File: src/rtl/ring_phase_monitor.sv
// Checker/decoder for the 4-bit rotate-left ring counter: binary phase, rotation count, sticky fault.
// Define RING_PHASE_MONITOR_AUTOSYNC_EN to let FAULT resync on a one-hot sample and Clr_err act in TRACK.
module ring_phase_monitor #(
    parameter int CNT_W = 8
) (
    input  logic             Clk,
    input  logic             Ori,
    input  logic [3:0]       Q,
    input  logic             Clr_err,
    output logic [1:0]       Phase,
    output logic             Valid,
    output logic [CNT_W-1:0] Rot_cnt,
    output logic             Wrap,
    output logic             Err,
    output logic [1:0]       Err_code
);

    localparam logic [1:0] SYNC  = 2'd0;
    localparam logic [1:0] TRACK = 2'd1;
    localparam logic [1:0] FAULT = 2'd2;

    localparam logic [1:0] CODE_NONE       = 2'b00;
    localparam logic [1:0] CODE_NOT_ONEHOT = 2'b01;
    localparam logic [1:0] CODE_BAD_STEP   = 2'b10;

    logic [1:0] state;
    logic [3:0] prev;
    logic [3:0] expected;
    logic       q_onehot;
    logic [1:0] q_index;

    always_comb begin
        expected = {prev[2:0], prev[3]};
        q_onehot = 1'b0;
        q_index  = 2'd0;
        case (Q)
            4'b0001: begin q_onehot = 1'b1; q_index = 2'd0; end
            4'b0010: begin q_onehot = 1'b1; q_index = 2'd1; end
            4'b0100: begin q_onehot = 1'b1; q_index = 2'd2; end
            4'b1000: begin q_onehot = 1'b1; q_index = 2'd3; end
            default: begin q_onehot = 1'b0; q_index = 2'd0; end
        endcase
    end

    // Phase, Rot_cnt and prev deliberately hold through a fault so the last good position stays visible.
    always_ff @(posedge Clk) begin
        if (Ori) begin
            state    <= SYNC;
            prev     <= 4'b0000;
            Phase    <= 2'd0;
            Valid    <= 1'b0;
            Rot_cnt  <= '0;
            Wrap     <= 1'b0;
            Err      <= 1'b0;
            Err_code <= CODE_NONE;
        end else begin
            Wrap <= 1'b0;
            case (state)
                SYNC: begin
                    if (q_onehot) begin
                        prev  <= Q;
                        Phase <= q_index;
                        Valid <= 1'b1;
                        state <= TRACK;
                    end
                end
                TRACK: begin
`ifdef RING_PHASE_MONITOR_AUTOSYNC_EN
                    if (Clr_err) begin
                        Err      <= 1'b0;
                        Err_code <= CODE_NONE;
                    end
`endif
                    if (!q_onehot) begin
                        Err      <= 1'b1;
                        Err_code <= CODE_NOT_ONEHOT;
                        Valid    <= 1'b0;
                        state    <= FAULT;
                    end else if (Q == expected) begin
                        prev  <= Q;
                        Phase <= q_index;
                        if (Q == 4'b0001) begin
                            Rot_cnt <= Rot_cnt + CNT_W'(1);
                            Wrap    <= 1'b1;
                        end
                    end else begin
                        Err      <= 1'b1;
                        Err_code <= CODE_BAD_STEP;
                        Valid    <= 1'b0;
                        state    <= FAULT;
                    end
                end
                FAULT: begin
                    if (Clr_err) begin
                        Err      <= 1'b0;
                        Err_code <= CODE_NONE;
                        state    <= SYNC;
                    end
`ifdef RING_PHASE_MONITOR_AUTOSYNC_EN
                    else if (q_onehot) begin
                        prev  <= Q;
                        Phase <= q_index;
                        Valid <= 1'b1;
                        state <= TRACK;
                    end
`endif
                end
                default: begin
                    state <= SYNC;
                    Valid <= 1'b0;
                end
            endcase
        end
    end

endmodule

File: config.mk
export PLATFORM = sky130hd
export DESIGN_NAME = ring_phase_monitor
export DESIGN_NICKNAME = d
export VERILOG_FILES = /design/src/rtl/ring_phase_monitor.sv
export SDC_FILE = /design/constraint.sdc
export NUM_CORES = 1
export LEC_CHECK = 0
export ABC_CLOCK_PERIOD_IN_PS = 2870
export CORE_MARGIN = 2
export CORE_UTILIZATION = 50
export DETAILED_ROUTE_END_ITERATION = 12
export HOLD_SLACK_MARGIN = 0.1
export PLACE_DENSITY = 0.8
export SYNTH_ARGS = -nofsm -noshare
export SYNTH_HDL_FRONTEND = slang
export SYNTH_SLANG_ARGS = --single-unit
File: constraint.sdc
create_clock -name Clk -period 2.87 [get_ports Clk]
set_input_delay 0.4305 -clock Clk [delete_from_list [all_inputs] [get_ports Clk]]
set_output_delay 0.4305 -clock Clk [all_outputs]
set_load 0.005 [all_outputs]
Word level (Yosys, flattened, before mapping)
Cells that the tools add are included.
Cells by class
  bitwise gates (word level): 4
  reductions and logical operators: 10
  $add $sub $neg: 1
  muxes and demuxes: 26
  equality and inequality tests: 12
Operator list (count)
  $mux W2: 8
  $mux W4: 3
  $pmux W2 S3: 2
  $reduce_and A3 Y1: 3
  $add A8 B1 Y8 const B: 1
  $mux W1: 8
  $ne A2 B2 Y1 const B: 4
  $pmux W2 S2: 2
  $pmux W4 S2: 1
  $reduce_and A4 Y1: 2
  $reduce_or A4 Y1: 2
  $eq A4 B1 Y1 const B: 1
  $eq A4 B2 Y1 const B: 1
  $eq A4 B3 Y1 const B: 1
  $eq A4 B4 Y1: 1
  $eq A4 B4 Y1 const B: 1
  $not A1 Y1: 4
  $reduce_bool A2 Y1: 2
  $ne A3 B3 Y1 const B: 1
  $pmux W1 S3: 1
  $eq A2 B1 Y1 const B: 1
  $eq A2 B2 Y1 const B: 1
  $logic_not A2 Y1: 1
  $pmux W1 S2: 1
Storage, ports and cells
  register bits: 21
  input bits: 7
  logic and storage cells: 61
  output and inout bits: 15

Longest topological paths before layout
Gate-level depths: netlist of the first run.
  depth after elaboration: 5
  mapped depth: 7
  mapped depth without buffers: 4

Worst setup path before layout of the first run
Ideal clock, no wire load.
  path type: input to register
  start point: in Q[3]
  end point: reg Rot_cnt[5]
  buffers on the path: 2
  cell stages on the path: 6
  library setup time: 0.121 ns
  slack: 0.737 ns
  data required time: 2.749 ns
  data arrival time: 2.013 ns
  cell sequence: buf_6 > xor2_2 > or4_1 > buf_2 > nor4_1 > mux2_2
Between the ends
  cells in the longest elaborated chain, start to end: 4
  elaborated cells between the ends (all ways): 8
  classes of those cells: 5 x eq/ne; 1 x mux; 2 x reduce/logical
Ends and longest elaborated chain
  start: declaration: line 8  | input logic [3:0] Q,
  $eq A4 B1 Y1, or another cell as far along: line 36, 82
  $reduce_or A4 Y1 (no line)
  $mux W1: line 36  | case (Q)
  $reduce_and A4 Y1 (no line) (*)
  end signal: assignment: line 83  | Rot_cnt <= Rot_cnt + CNT_W'(1);
  end: declaration: line 12  | output logic [CNT_W-1:0] Rot_cnt,
Every way passes the cells marked *; elsewhere a longest branch is shown, timed or not.
A chain may end at the register's enable or synchronous reset.

Final worst setup path of the first run
  start point: in Q[0]
  end point: reg Rot_cnt[6]
Same word-level chain as after synthesis.

==> results of run 1 <==
==> routing by layer <==
layer	wire length (microns)	up-vias	share of wire, %
li1	-	510	-
met1	1082	493	45
met2	1211	37	50
met3	118	2	4.9
met4	6	0	0.25
met5	0	-	0
==> area by class of cell <==
cell class | count | share of cell area (%)
Clock buffer | 3 | 1.654
Clock inverter | 1 | 0.3676
Inverter | 3 | 0.8272
Tap cell | 27 | 2.482
Sequential cell | 21 | 30.88
Multi-Input combinational cell | 88 | 44.49
Timing Repair Buffer | 28 | 19.30
==> Yosys cell counts, drive strengths merged <==
| master | n | area [sq um] |
|---|---|---|
| mux2i | 2 | 20.02 |
| nand2 | 5 | 18.77 |
| nor4b | 2 | 23.77 |
| o41ai | 2 | 17.52 |
| and4 | 1 | 8.760 |
| o31ai | 7 | 52.55 |
| a211oi | 2 | 20.02 |
| o41a | 1 | 11.26 |
| nor2b | 3 | 18.77 |
| ha | 1 | 12.51 |
| nor3 | 2 | 10.01 |
| nor4 | 4 | 25.02 |
| dfxtp | 21 | 420.4 |
| a211o | 1 | 8.760 |
| nor2 | 3 | 11.26 |
| xor2 | 5 | 51.30 |
| and3 | 1 | 6.260 |
| buf | 5 | 37.53 |
| mux2 | 2 | 22.52 |
| nand3b | 1 | 7.510 |
| a22oi | 1 | 7.510 |
| nand4 | 7 | 43.79 |
| o311ai | 1 | 8.760 |
| o21ai | 4 | 20.02 |
| a21oi | 14 | 70.07 |
| or4 | 6 | 45.04 |
| xnor2 | 2 | 17.52 |
| nand2b | 2 | 12.51 |
| inv | 3 | 11.26 |
| or3 | 3 | 18.77 |
| clkbuf | 4 | 15.01 |
| nand3 | 3 | 15.01 |
==> worst min-delay path, stage by stage (launching register included) <==
cell	delay, ns
dfxtp_1	0.33
nand2_1	0.05
a21oi_1	0.05
==> cell families after synthesis <==
family | count (synthesis)
compound gates | 33
simple gates | 43
fa+ha+maj | 1
xor+xnor | 7
flops | 21
mux | 4
buf+inv | 12
==> layout by cell type (no fill, tap or decap), types with 2 or more instances in the layout <==
cell	count
buf_4	7
mux2_2	2
or3_1	3
o41ai_1	2
a21oi_1	14
o31ai_1	7
clkbuf_4	3
xnor2_1	2
nand2b_1	2
nand4_1	7
nor2_1	3
xor2_1	4
or4_1	6
mux2i_1	2
o21ai_0	4
nor4_1	4
clkdlybuf4s50_1	21
nand2_1	5
nor3_1	2
inv_1	3
nor2b_1	3
dfxtp_1	21
nand3_1	3
==> sequential cells by signal, summed over array words and instances (netlist names) <==
signal    flops
Valid         1
Rot_cnt       8
Err_code      2
Wrap          1
Err           1
prev          4
Phase         2
state         2
==> path summary, 6_finish.rpt <==
check	slack (ns)	cells past startpoint	endpoint	from
hold reg to reg	0.46	2	Err$_SDFFE_PP0P_	Err$_SDFFE_PP0P_
setup / recovery	0.41	5	Rot_cnt[6]$_SDFFE_PP0P_	Q[0]
setup reg to reg	0.73	4	Rot_cnt[6]$_SDFFE_PP0P_	prev[3]$_SDFFE_PP0P_
hold / removal	0.46	2	Err$_SDFFE_PP0P_	Err$_SDFFE_PP0P_
==> where the power goes <==
| part | switching (mW) | internal, mW | leakage [nW] |
|---|---|---|---|
| logic | 0.0484 | 0.0431 | 0.266 |
| registers | 0.00904 | 0.302 | 0.170 |
| clock network | 0.0924 | 0.0521 | 0.0177 |
==> metrics by stage <==
stage	cell area, sq um	worst slack [ns]	power, mW
finish	1361	0.4051	0.5466
global route	1361	0.3143	0.5746
CTS	1361	0.4404	0.5480
detailed placement	1334	0.1204	0.4071
global placement	1334	0.2333	0.4039
floorplan	1090	0.7366	0.3728
==> flow_summary.ini, run 1 <==
[yosys]
synth-adder-area-share_pct = 1.148
syn_area_per_cell_sq_um = 9.007
syn_inst = 121
synth_compound_gate_area_share_pct = 19.86
synthMuxAreaShare_pct = 3.904
synth_area_sq_um = 1090
synth_seq_cells = 21
synth_warnings = 0
synth_xor_xnor_area_share_pct = 6.315
yosysSeqAreaShare_pct = 38.58
syn_nets = 129
synth_top_family_by_area = simple AND/OR/NAND/NOR gates
synth_simple_gate_area_share_pct = 24.34
ys_types = 36

[cells_and_area]
ff_latch_area_sq_um = 420.4
drive_gt1_share_pct = 11.11
multiInputGateArea_sq_um = 605.6
nets = 153
antenna_cells = 0
postLayoutCoreUtil_pct = 68.00
stdcell_count = 171
syn2layout_area_growth_pct = 24.91
num-fill-cells = 175

[sta]
slew_viol_final = 0
min_period_over_period_pct = 85.89
finalSetupTns_ns = 0
setup_viol = 0
period_needed_ns = 2.465
hold_viol_final = 0
slew_headroom_pct = 54.81
fmax_mhz = 405.7
rsz0062_at_grt = no
worstMarginPinSlew_ns = 0.6691
clock_skew_ns = 0.006576
whs_ns = 0.4614

[floorplanning]
core_sq_um = 2002
die_y_microns = 50.69
dieArea_sq_um = 2569
start_util_pct = 54.44
ios = 22
row_count = 16
die_w_microns = 50.69

[global_routing]
grt.met1_usage_pct = 25.28
use_met3_pct = 5.952
busiest_layer = met2
antenna_found_initial = 0
grt_overflow = 0
grt_max_degree = 17
grt_pass1_vias = 934
track_usage_pct = 20.40
grt_pass1_wl_microns = 4091
grtUsageMet2_pct = 35.53

[setup_path]
crit_required_ns = 3.08
crit_buf_inv = 1
start_kind = primary input
critPathKind = in -> reg
crit_path_top_delay_cell = or4_1
cp-end-kind = flip-flop
cpPeakStageDelay_ns = 0.70
worst-path-max-fanout = 11
cp_data_arrival_time_ns = 2.67
path_cells = clkdlybuf4s50_1, xor2_1, or4_1, nor4_1, mux2_2
cp_top_family = simple AND/OR/NAND/NOR gates

[routing]
drtAntennaViolNets = 0
drtIter0Drc = 32
wl_microns = 2419
drt_pass1_iterations = 4
wl_per_cell_microns = 14.15
vias = 1042
drc = 0
vias_per_cell = 6.094

[power_and_ir_drop]
powerDensity_nw_per_um2 = 401.5
p_leak_nw = 0.4539
irDropWorstVdd_mv = 0.3188

[placed_design]
place_congestion = 0.7827
place_hpwl_microns = 1822
numPortBuffers = 21
dp.cells = 167

[flow_run]
maxCapViolations = 0

[clock_tree]
cts-root-buf = clkbuf_4
hold_buffers = 0
ctsHtreeMaxLevel = 1
cts_sinks = 21
cts_tree = done
cts_resized = 0
cts_setup_buffers = 0
insertion_delay_ns = 0.31
clk_pin_slew_worst_paths_ns = 0.12
cts-buffers-inserted = 3
clockBufferDepth = 2

[min_path]
hold_class = reg -> reg

[status]
status = complete, no violations
No activity file was read; power rests on OpenSTA's default activity.
==> run 2: changes to the inputs <==
--- a/config.mk
+++ b/config.mk
@@ -9,8 +9,9 @@
 export CORE_MARGIN = 2
 export CORE_UTILIZATION = 50
 export DETAILED_ROUTE_END_ITERATION = 12
+export GPL_ROUTABILITY_DRIVEN = 0
 export HOLD_SLACK_MARGIN = 0.1
-export PLACE_DENSITY = 0.8
+export PLACE_DENSITY_LB_ADDON = 0.25
 export SYNTH_ARGS = -nofsm -noshare
 export SYNTH_HDL_FRONTEND = slang
 export SYNTH_SLANG_ARGS = --single-unit
==> run 2 against run 1 <==
Worst hold slack better by 0.0045 ns. Non-clock buffer count down 1. Sequential cell count unchanged. Die area unchanged. Sequential share of layout area up 0.17 points. Worst setup slack better by 0.083 ns. Combinational power down 3.0%. Clock power down 3%. Critical path type unchanged.
==> flow_summary.ini, run 2 (synthesized netlist as in run 1, its figures left out) <==
[setup_path]
start_kind = primary input
cp.depth = 5
cp_top_family = simple AND/OR/NAND/NOR gates
cp_data_arrival_time_ns = 2.58
crit_required_ns = 3.07
path_cells = clkdlybuf4s50_1, xor2_1, or4_1, nor4_1, mux2_2
endpoint = Rot_cnt[6]$_SDFFE_PP0P_
crit_path_top_delay_cell = or4_1
r2r_slack_ns = 0.81
crit_start = Q[0]
rr_endpoint = Rot_cnt[6]$_SDFFE_PP0P_
critPathKind = in -> reg
r2r_cells = 4
cpPeakStageDelay_ns = 0.67
rr_startpoint = state[1]$_SDFFE_PP0P_
crit_buf_inv = 1
worst-path-max-fanout = 9
cp-end-kind = flip-flop

[sta]
finalSetupTns_ns = 0
min_period_over_period_pct = 83.00
setup_viol = 0
worstMarginPinSlew_ns = 0.6493
clock_skew_ns = 0.001787
rsz0062_at_grt = no
slew_headroom_pct = 56.14
hold_viol_final = 0
period_needed_ns = 2.382
fmax_mhz = 419.8
whs_ns = 0.4659
slew_viol_final = 0

[clock_tree]
cts_setup_buffers = 0
cts_tree = done
insertion_delay_ns = 0.30
cts-buffers-inserted = 3
cts_sinks = 21
hold_buffers = 0
cts_resized = 0
clk_pin_slew_worst_paths_ns = 0.12
ctsHtreeMaxLevel = 1
clockBufferDepth = 2
cts-root-buf = clkbuf_4

[cells_and_area]
stdcell_count = 170
syn2layout_area_growth_pct = 24.23
multiInputGateArea_sq_um = 605.6
top_regs = Rot_cnt: 8 flops, prev: 4 flops
fin_area_sq_um = 1354
postLayoutCoreUtil_pct = 67.63
final_cell_mix = 21 x dfxtp_1, 21 x clkdlybuf4s50_1, 14 x a21oi_1
drive_gt1_share_pct = 10.49
largest_register_ffs = 8
antenna_cells = 0
ff_latch_area_sq_um = 420.4
num-fill-cells = 175
nets = 152
largest_register = Rot_cnt

[routing]
drc = 0
vias_per_cell = 5.882
wl_per_cell_microns = 13.50
drtAntennaViolNets = 0
drt_pass1_iterations = 4
wl_microns = 2295
drtIter0Drc = 20
vias = 1000

[global_routing]
busiest_layer = met2
use_met3_pct = 4.167
grt_overflow = 0
grt_pass1_wl_microns = 3808
antenna_found_initial = 0
grt_pass1_vias = 875
grt_max_degree = 17
track_usage_pct = 19.05
grt.met1_usage_pct = 25.56
grtUsageMet2_pct = 32.02

[floorplanning]
die_y_microns = 50.69
ios = 22
row_count = 16
dieArea_sq_um = 2569
core_sq_um = 2002
die_w_microns = 50.69
start_util_pct = 54.44

[power_and_ir_drop]
clockPowerShare_pct = 26.1
switchingPower_uw = 145.3
p_leak_nw = 0.4495
p_sw_share_pct = 26.88
p_seq_share_pct = 57.4
powerDensity_nw_per_um2 = 399.1
p_int_uw = 395.1
pwr-share-comb_pct = 16.4
irDropWorstVdd_mv = 0.3037

[status]
status = complete, no violations

[placed_design]
place_area_sq_um = 1326
dp.cells = 166
numPortBuffers = 21
place_hpwl_microns = 1693

[flow_run]
maxCapViolations = 0

[min_path]
hold_class = reg -> reg
## run 2: changes by cell type in the layout (fill, tap and decap cells not counted)
| cell | delta |
|---|---|
| buf_4 | -1 |
## run 2: power by group through the flow
stage | logic (mW) | registers (mW) | clock network [mW]
2_1_floorplan | 0.0585 | 0.314 | 0
3_3_place_gp | 0.0857 | 0.317 | 0
3_5_place_dp | 0.0880 | 0.317 | 0
4_1_cts | 0.0886 | 0.310 | 0.146
5_1_grt | 0.0981 | 0.312 | 0.152
6_report | 0.0888 | 0.310 | 0.141
## run 2: final cells by class
class	instances	share of cell area [%]
sequential	21	31.05
tap	27	2.495
clock inverter	1	0.3697
clock buffer	3	1.664
timing repair buffer	27	18.85
inverter	3	0.8318
multi-input combinational	88	44.73
## run 2: worst register-to-register path, stage by stage (launching register included)
cell	delay, ns
dfxtp_1	0.43
nor2b_1	0.47
nand2_1	0.34
nor4_1	0.35
mux2_2	0.38
## run 2: how the worst min path moves through the flow
stage,from,end,cells past startpoint
finish,Err$_SDFFE_PP0P_,Err$_SDFFE_PP0P_,2
global route,Err$_SDFFE_PP0P_,Err$_SDFFE_PP0P_,2
CTS,Err$_SDFFE_PP0P_,Err$_SDFFE_PP0P_,2
detailed placement,Err$_SDFFE_PP0P_,Err$_SDFFE_PP0P_,2
global placement,Err$_SDFFE_PP0P_,Err$_SDFFE_PP0P_,2
floorplan,Err$_SDFFE_PP0P_,Err$_SDFFE_PP0P_,2
## run 2: layer usage
metal  part of all wire (%)  up-vias
met5                      0        -
met4                      0        0
met3                    3.7        0
met2                     46       20
met1                     50      469
li1                       -      511
## run 2: through the flow
step	setup slack, ns	power, mW
after floorplan	0.7366	0.3728
after global placement	0.2551	0.4023
after detailed placement	0.1666	0.4049
after CTS	0.4910	0.5447
after global routing	0.4092	0.5621
final	0.4880	0.5403
==> run 3: changes to the inputs <==
--- a/config.mk
+++ b/config.mk
@@ -5,9 +5,9 @@
 export SDC_FILE = /design/constraint.sdc
 export NUM_CORES = 1
 export LEC_CHECK = 0
-export ABC_CLOCK_PERIOD_IN_PS = 2870
+export ABC_CLOCK_PERIOD_IN_PS = 2100
 export CORE_MARGIN = 2
-export CORE_UTILIZATION = 50
+export CORE_UTILIZATION = 45
 export DETAILED_ROUTE_END_ITERATION = 12
 export GPL_ROUTABILITY_DRIVEN = 0
 export HOLD_SLACK_MARGIN = 0.1
==> constraint.sdc (replaced) <==
create_clock -name Clk -period 2.1 [get_ports Clk]
set_input_delay 0.315 -clock Clk [delete_from_list [all_inputs] [get_ports Clk]]
set_output_delay 0.315 -clock Clk [all_outputs]
set_load 0.005 [all_outputs]
==> run 3 against run 2 <==
Sequential share of layout area fell by 3.2 points. Highest routed layer is now met4. Power increased by 44%. Worst setup slack worse by 0.41 ns. Final area up 12%. Count of clock-buffer cells in the layout unchanged. Core utilization is 0.64 points lower. Wire length up 15%. Combinational power grew 78%. Via count up 8.8%. Register-to-register slack worse by 0.60 ns. Global-route usage rose by 1.8 points.
==> flow_summary.ini, run 3 (synthesized netlist as in run 1, its figures left out) <==
[cells_and_area]
drive_gt1_share_pct = 21.88
largest_register = Rot_cnt
antenna_cells = 0
largest_register_ffs = 8
final_common_cell = buf_4
top_regs = Rot_cnt: 8 flops, prev: 4 flops
syn2layout_area_growth_pct = 38.58
num-fill-cells = 206
final_cell_mix = 23 x buf_4, 21 x dfxtp_1, 20 x clkdlybuf4s50_1
nets = 169

[floorplanning]
core_sq_um = 2255
dieArea_sq_um = 2831
row_count = 17
ios = 22
start_util_pct = 48.34
die_y_microns = 53.21
die_w_microns = 53.21

[global_routing]
grt_pass1_wl_microns = 4367
grt_max_degree = 14
grt_pass1_vias = 1052
track_usage_pct = 20.83
antenna_found_initial = 0
grt_overflow = 0

[sta]
worstMarginPinSlew_ns = 0.6934
slew_headroom_pct = 53.69
setup_viol = 0
period_needed_ns = 2.022
setup_ws_ns = 0.07788
clock_skew_ns = 0.003843
min_period_over_period_pct = 96.29
slew_viol_final = 0
fmax_mhz = 494.5
hold_viol_final = 0

[clock_tree]
cts-root-buf = clkbuf_4
clockBufferDepth = 2
cts_sinks = 21
cts-buffers-inserted = 3
ctsHtreeMaxLevel = 1
hold_buffers = 0
insertion_delay_ns = 0.30
cts_tree = done
clk_pin_slew_worst_paths_ns = 0.12
cts_setup_buffers = 0

[setup_path]
crit_path_top_delay_cell = a211oi_2
rr_startpoint = prev[3]$_SDFFE_PP0P_
crit_buf_inv = 4
endpoint = Phase[1]$_SDFFE_PP0P_
r2r_slack_ns = 0.21
cp-end-kind = flip-flop
path_cells = clkdlybuf4s50_1, buf_4, nor4b_4, buf_4, a211oi_2, nor3_1, buf_4, mux2i_1
cpPeakStageDelay_ns = 0.60
cp_top_family = buffers and inverters
rr_endpoint = Rot_cnt[5]$_SDFFE_PP0P_
crit_required_ns = 2.31
cp_data_arrival_time_ns = 2.23
crit_start = Q[1]
start_kind = primary input
r2r_cells = 4
crit_top_cell = buf_4
worst-path-max-fanout = 10
cp.depth = 8
critPathKind = in -> reg

[placed_design]
numPortBuffers = 21
place_hpwl_microns = 1968
pre_cts_ws_ns = -0.4725

[routing]
wl_microns = 2633
vias = 1088
vias_per_cell = 5.787
drc = 0
drtIter0Drc = 26
wl_per_cell_microns = 14.01
drt_pass1_iterations = 5
drtAntennaViolNets = 0

[flow_run]
maxCapViolations = 0

[power_and_ir_drop]
p_total_uw = 777.2
p_leak_nw = 0.5474
powerDensity_nw_per_um2 = 514.6
irDropWorstVdd_mv = 0.3115

[status]
status = complete, no violations

[min_path]
hold_class = in -> reg
==> run 3: how the worst min path moves through the flow <==
stage,start,cells past startpoint,end
global placement,Err$_SDFFE_PP0P_,2,Err$_SDFFE_PP0P_
detailed placement,Err$_SDFFE_PP0P_,2,Err$_SDFFE_PP0P_
floorplan,Err$_SDFFE_PP0P_,2,Err$_SDFFE_PP0P_
finish,Q[3],3,prev[3]$_SDFFE_PP0P_
global route,Q[3],3,prev[3]$_SDFFE_PP0P_
CTS,Err$_SDFFE_PP0P_,2,Err$_SDFFE_PP0P_
==> run 3: power by group <==
| part | internal, mW | total, mW | leakage, nW | switching, mW |
|---|---|---|---|---|
| Sequential | 0.412 | 0.421 | 0.170 | 0.00898 |
| Combinational | 0.0815 | 0.158 | 0.359 | 0.0766 |
| Clock | 0.0710 | 0.198 | 0.0177 | 0.127 |
| Total | 0.565 | 0.777 | 0.547 | 0.212 |
==> run 3: area by class of cell <==
| cell class | count | area [sq um] | area share [%] |
|---|---|---|---|
| inverter | 3 | 11.26 | 0.7456 |
| sequential | 21 | 420.4 | 27.84 |
| clock inverter | 1 | 5.005 | 0.3314 |
| tap | 28 | 35.03 | 2.320 |
| multi-input combinational | 88 | 630.6 | 41.76 |
| timing repair buffer | 44 | 385.4 | 25.52 |
| clock buffer | 3 | 22.52 | 1.491 |
==> run 3: routing by layer <==
layer / part of all wire (%) / vias to the layer above / wire length, microns / GRT usage, %
met4: 0.91 / 0 / 24 / 10.68
met5: 0 / - / 0 / 0
met2: 53 / 19 / 1397 / 36.42
li1: - / 539 / - / -
met1: 43 / 526 / 1134 / 24.56
met3: 2.9 / 4 / 77 / 2.542
==> run 3: worst register-to-register path: stages (launching register included) <==
cell and delay (ns):
dfxtp_1 0.34, xor2_1 0.18, or4_4 0.60, nor4_2 0.32
mux2_2 0.36
==> run 3: what timing repair did <==
item                                    4_1_cts  5_1_grt
endpoints found under the setup margin        7        9
resized for setup                             2        3
endpoints found under the hold margin         0        0
==> run 3: through the flow <==
stage / setup TNS [ns] / hold slack [ns] / area [sq um] / util (%) / cells
floorplan: 0 / 0.4483 / 1090 / - / 121
global placement: -4.051 / 0.4444 / 1455 / 64.54 / 184
detailed placement: -4.819 / 0.4512 / 1455 / 64.54 / 184
CTS: 0 / 0.4694 / 1493 / 66.20 / 188
global route: -0.002481 / 0.3858 / 1510 / 66.98 / 188
finish: 0 / 0.3965 / 1510 / 66.98 / 188
